==> config.mk <==
export PLATFORM = sky130hd
export DESIGN_NAME = uart_tx_arbiter
export DESIGN_NICKNAME = d
export VERILOG_FILES = /design/src/rtl/uart_tx_arbiter.sv
export SDC_FILE = /design/constraint.sdc
export NUM_CORES = 1
export LEC_CHECK = 0
export CAP_MARGIN = 5
export CORE_ASPECT_RATIO = 1.1
export CORE_MARGIN = 2
export CORE_UTILIZATION = 40
export DETAILED_ROUTE_END_ITERATION = 6
export PLACE_DENSITY = 0.73
export SLEW_MARGIN = 20
export SYNTH_ARGS = -nofsm -noshare
export SYNTH_HDL_FRONTEND = slang
export SYNTH_SLANG_ARGS = --single-unit
==> constraint.sdc <==
create_clock -name baud_clk -period 6.2 [get_ports baud_clk]
set_clock_uncertainty 0.15 [all_clocks]
set_input_delay 1.86 -clock baud_clk [delete_from_list [all_inputs] [get_ports baud_clk]]
set_output_delay 1.86 -clock baud_clk [all_outputs]
set_load 0.01 [all_outputs]
==> src/rtl/uart_tx_arbiter.sv <==
// Round-robin arbiter sharing one uart_tx between NUM_REQ byte producers.
// Optional 16-bit completed-frame counter enabled by defining TX_ARB_FRAME_CNT_EN.
module uart_tx_arbiter #(
  parameter int NUM_REQ       = 4,
  parameter int START_TIMEOUT = 3,
  localparam int ID_W         = $clog2(NUM_REQ)
) (
  input  logic                 baud_clk,
  input  logic                 rst,
  input  logic [NUM_REQ-1:0]   req_valid,
  input  logic [8*NUM_REQ-1:0] req_data,
  output logic [NUM_REQ-1:0]   req_ready,
  output logic [7:0]           uart_data,
  output logic                 uart_tx_start,
  input  logic                 uart_tx_empty,
  input  logic                 cts,
  output logic                 rts,
  output logic [ID_W-1:0]      grant_id,
  output logic                 busy,
  output logic                 err_launch
`ifdef TX_ARB_FRAME_CNT_EN
  ,
  output logic [15:0]          frame_count
`endif
);

  // state      | meaning
  // IDLE       | waiting for a request with cts and an idle transmitter
  // LAUNCH     | one-cycle start strobe to uart_tx
  // WAIT_START | waiting for uart_tx to report busy, bounded by START_TIMEOUT
  // WAIT_DONE  | frame in flight, waiting for uart_tx to go empty again
  typedef enum logic [1:0] {
    S_IDLE,
    S_LAUNCH,
    S_WAIT_START,
    S_WAIT_DONE
  } state_t;

  state_t           state_q, state_d;
  logic [ID_W-1:0]  rr_q;
  logic [3:0]       cnt_q;
  logic [NUM_REQ-1:0] rot;
  logic [ID_W-1:0]  off;
  logic [ID_W:0]    sum;
  logic [ID_W-1:0]  win_idx;
  logic [ID_W-1:0]  rr_nxt;
  logic             grant_ok;
  logic             start_to;

  // Rotate so the rr pointer sits at bit 0, then take the lowest set bit.
  always_comb begin
    rot = NUM_REQ'({req_valid, req_valid} >> rr_q);
    off = '0;
    for (int i = NUM_REQ - 1; i >= 0; i--) begin
      if (rot[i]) off = i[ID_W-1:0];
    end
    sum     = {1'b0, rr_q} + {1'b0, off};
    win_idx = (sum >= (ID_W+1)'(NUM_REQ)) ? ID_W'(sum - (ID_W+1)'(NUM_REQ)) : ID_W'(sum);
    rr_nxt  = (win_idx == ID_W'(NUM_REQ - 1)) ? '0 : win_idx + 1'b1;
  end

  assign grant_ok  = (state_q == S_IDLE) && (|req_valid) && cts && uart_tx_empty;
  assign req_ready = grant_ok ? (NUM_REQ'(1) << win_idx) : '0;
  assign start_to  = (state_q == S_WAIT_START) && uart_tx_empty &&
                     ((cnt_q + 4'd1) == 4'(START_TIMEOUT));
  assign rts       = (|req_valid) || (state_q != S_IDLE);

  always_comb begin
    state_d       = state_q;
    uart_tx_start = 1'b0;
    busy          = (state_q != S_IDLE);
    case (state_q)
      S_IDLE:       if (grant_ok) state_d = S_LAUNCH;
      S_LAUNCH: begin
        uart_tx_start = 1'b1;
        state_d       = S_WAIT_START;
      end
      S_WAIT_START: begin
        if (!uart_tx_empty) state_d = S_WAIT_DONE;
        else if (start_to)  state_d = S_IDLE;
      end
      S_WAIT_DONE:  if (uart_tx_empty) state_d = S_IDLE;
      default:      state_d = S_IDLE;
    endcase
  end

  always_ff @(posedge baud_clk) begin
    if (rst) begin
      state_q    <= S_IDLE;
      uart_data  <= '0;
      grant_id   <= '0;
      rr_q       <= '0;
      cnt_q      <= '0;
      err_launch <= 1'b0;
    end else begin
      state_q <= state_d;
      if (grant_ok) begin
        uart_data <= req_data[{win_idx, 3'b000} +: 8];
        grant_id  <= win_idx;
        rr_q      <= rr_nxt;
      end
      if (state_q == S_LAUNCH) cnt_q <= '0;
      else if (state_q == S_WAIT_START && uart_tx_empty) cnt_q <= cnt_q + 4'd1;
      if (start_to) err_launch <= 1'b1;
    end
  end

`ifdef TX_ARB_FRAME_CNT_EN
  // Only frames that actually went out are counted; timed-out launches are not.
  always_ff @(posedge baud_clk) begin
    if (rst) frame_count <= '0;
    else if (state_q == S_WAIT_DONE && uart_tx_empty) frame_count <= frame_count + 16'd1;
  end
`endif

endmodule

==> results.txt <==
----------------------------------------------------
[Setup path]
  Required time reported for the critical path endpoint ... ~4.2 ns
  Worst Setup Start Kind ... input port
  Kind of capture point of the worst setup path ... primary output
  Setup Crit Path Kind ... in -> out
  Length in cells of the worst reg-to-reg path ... 8
  Data arrival time at the worst-slack endpoint ... about 4 ns
  Largest driver fanout on the critical path ... 4

[Timing]
  Final hold violation count ... 0
  Highest Clock Rate ... roughly 0.17 GHz
  Transition time at the pin with the least slew margin ... around 0.66 ns
  Setup repair after global routing missed its margin ... no
  Relative max-transition margin ... a little under three fifths
  Number of setup violations in the final report ... 0
  Fraction of the cycle the final worst path needs ... 97.18%
  Max Slew Vio Count ... 0
  Final sum of negative setup slack ... 0 ns
  Post-layout minimum cycle time ... around 6 ns

[Clock tree]
  Clock transition at the registers of the reported paths ... about 0.07 ns
  Later-pin clock latency in the skew report ... ~0.25 ns
  Number of clock buffers inserted by TritonCTS ... 3
  Clock tree from TritonCTS ... built
  CTS root buf ... sky130_fd_sc_hd__clkbuf_8
  H-tree Lvls ... 1
  Clock tree buffer depth ... 2
  # hold bufs at CTS ... 0
  # clock sinks ... 19

[Logic synthesis]
  Mapped Avg Cell Area ... between 8 and 9 um^2
  Cell with the most instances after synthesis ... sky130_fd_sc_hd__dfxtp_1
  Syn Nets ... 211
  Fraction of post-synthesis cell area in the top cell type by area ... about a quarter
  Ys async rst share ... 0%
  Area of the mapped netlist ... ~1500 um^2
  Share of synthesized area occupied by flip-flops and latches ... 25.59%
  Share of the synthesized netlist area taken by xor and xnor gates ... approximately 1.7%
  Most area-consuming cells after synthesis ... sky130_fd_sc_hd__dfxtp_1, sky130_fd_sc_hd__mux2i_1, sky130_fd_sc_hd__o221ai_1
  Compound-Gate Fraction of Synth Area ... ~28%
  Distinct cell type count after synthesis ... 43
  Number of enable-type register cells in the synthesized netlist ... 0
  Predominant post-synthesis flop cell ... sky130_fd_sc_hd__dfxtp_1
  Post-synthesis share of cell area spent on full adders, half adders and majority gates ... under 10%
  Multiplexer share of the synthesized area ... 11.45%
  Top cells by count, synth ... sky130_fd_sc_hd__dfxtp_1, sky130_fd_sc_hd__mux2i_1, sky130_fd_sc_hd__nor2_1
  Combinational family with the most area after synthesis ... compound AO/OA/AOI/OAI gates
  Library cell occupying the most area in the post-synthesis netlist ... sky130_fd_sc_hd__dfxtp_1
  Cell count after synthesis ... between 150 and 200
  Count of warnings emitted by yosys ... 0
  Register bit count reported by yosys ... 19
  Post-synthesis simple-gate area fraction ... just over 20%

[Drt]
  Number of vias per cell ... about 5.5
  Total wire length after detailed routing ... 3846 um
  Per-cell routed wire length ... between 10 and 15 um
  Post-route DRC violation count ... 0
  1st-pass router iterations ... 4
  Total vias in the final route ... about 1.5k
  Count of nets left with antenna violations after detail routing ... 0
  Starting DRT DRC Count ... 63

[Floorplan]
  Io pins ... between 50 and 60
  Cell Rows ... 23
  Height of the die ... between 60 and 70 um
  Floorplan die area ... about 4200 um^2
  Chip Width ... roughly 62 um
  Effective utilization at floorplan ... about two fifths
  Floorplan Core Area ... approximately 3600 um^2

[Finish]
  Area delta synth->final ... 45.62%
  Inserted Diodes ... 0
  Filler cell count ... approximately 340
  Nets ... roughly 270
  Final Core Density ... ~60%
  Share of cells above drive strength 1 ... between 10% and 20%

[GRT]
  Vias in the first global route ... between 1.5k and 2k
  Total routing usage reported by global routing ... ~19%
  Largest net degree at the start of global routing ... 18
  Total global routing overflow ... 0
  First-pass GRT wire length ... 6368 um
  Initial antenna violation count ... 0

[Run status]
  Result of the run ... completed

[Job]
  Max-Cap Viols ... 0

[Worst hold path]
  Type of the most critical hold path ... reg -> reg
  Number of cells on the worst hold path ... 2

[Pwr]
  VDD IR max ... just over 0.1 mV
  Power density relative to cell area ... between 200 and 250 nW/um^2
  Reported leakage power ... 0.8892 nW

[Placed design]
  Final weighted congestion of routability-driven global placement ... a little under 0.8
  Number of buffers added on ports ... 57
  Sum of net half-perimeters after detailed placement ... 3087 um

----------------------------------------------------
-- report_power, final --
group	internal (mW)	leakage [nW]	switching (mW)	total, mW
Sequential	0.139	0.156	0.0168	0.155
Clock	0.0456	0.0228	0.0405	0.0861
Combinational	0.115	0.710	0.0941	0.209
-- registers in the layout, indices dropped and copies added, names as in the netlist --
register,count
cnt_q,4
err_launch,1
uart_data,8
rr_q,2
state_q,2
grant_id,2
-- worst max-delay path: stages --
cell	delay, ns
sky130_fd_sc_hd__dlygate4sd2_1	0.27
sky130_fd_sc_hd__or4_1	0.51
sky130_fd_sc_hd__o211ai_1	0.10
sky130_fd_sc_hd__ha_2	0.22
sky130_fd_sc_hd__xor2_2	0.21
sky130_fd_sc_hd__xnor2_2	0.18
sky130_fd_sc_hd__buf_4	0.16
sky130_fd_sc_hd__ha_2	0.16
sky130_fd_sc_hd__and2_1	0.12
sky130_fd_sc_hd__clkdlybuf4s15_2	0.22
-- through the flow --
step | total power [mW] | setup slack, ns | instances | cell area [um^2] | hold WS (ns)
after floorplan | 0.2737 | 0.5487 | 166 | 1486 | 0.3305
after global placement | 0.3556 | -0.2144 | 271 | 2102 | 0.3051
after detailed placement | 0.3620 | -0.2797 | 271 | 2102 | 0.3152
after CTS | 0.4523 | 0.1683 | 276 | 2165 | 0.3279
after global routing | 0.4769 | 0.05010 | 276 | 2165 | 0.3608
final | 0.4504 | 0.1747 | 276 | 2165 | 0.3227
-- logic make-up (layout without fill, tap and decap cells) --
group / count (synthesis) / after routing
simple gates: 51 / 51
compound gates: 50 / 50
buf+inv: 22 / 82
flops: 19 / 19
mux: 17 / 17
fa+ha+maj: 5 / 5
xor+xnor: 2 / 2
-- per-layer routing --
layer,GRT usage (%),wire (um)
met5,0,0
met4,10.83,106
met3,3.454,222
met2,36.28,1948
met1,19.00,1569
-- final timing paths --
path,from,endpoint,slack [ns]
worst min register to register,grant_id[0],grant_id[0],0.32
worst max-delay path,req_valid[2],req_ready[3],0.17
worst max register to register,rr_q[0],uart_data[7],3.35
worst min-delay path,grant_id[0],grant_id[0],0.32
-- area by class of cell --
class                   instances  area [um^2]  share of cell area (%)
flip-flops and latches         19        380.4                   17.57
well taps                      50        62.56                   2.890
clock buffers                   4        45.04                   2.081
inverters                       8        30.03                   1.387
repair buffers                 70        660.6                   30.52
multi-input cells             125        985.9                   45.55
-- layout by cell type, fill, tap and decap left out, types with 2 or more instances in the layout --
master	count
sky130_fd_sc_hd__nor2_1	17
sky130_fd_sc_hd__clkbuf_8	3
sky130_fd_sc_hd__nand2_1	10
sky130_fd_sc_hd__and2_1	3
sky130_fd_sc_hd__ha_2	2
sky130_fd_sc_hd__dlygate4sd2_1	7
sky130_fd_sc_hd__nand2b_1	4
sky130_fd_sc_hd__o221ai_1	15
sky130_fd_sc_hd__a32oi_1	3
sky130_fd_sc_hd__nand3_1	4
sky130_fd_sc_hd__nor3_1	2
sky130_fd_sc_hd__a22o_1	8
sky130_fd_sc_hd__o211ai_1	3
sky130_fd_sc_hd__a311oi_1	2
sky130_fd_sc_hd__o32ai_1	2
sky130_fd_sc_hd__ha_1	3
sky130_fd_sc_hd__buf_4	13
sky130_fd_sc_hd__o21ai_0	3
sky130_fd_sc_hd__mux2i_1	17
sky130_fd_sc_hd__clkdlybuf4s50_1	49
sky130_fd_sc_hd__a21oi_1	6
sky130_fd_sc_hd__inv_1	8
sky130_fd_sc_hd__dfxtp_1	19
-- repair_timing --
| item | CTS | global route |
|---|---|---|
| resized for setup | 14 | 0 |
| setup buffers | 1 | 0 |
| setup endpoints to repair | 4 | 0 |
No activity file was read; power rests on OpenSTA's default activity.
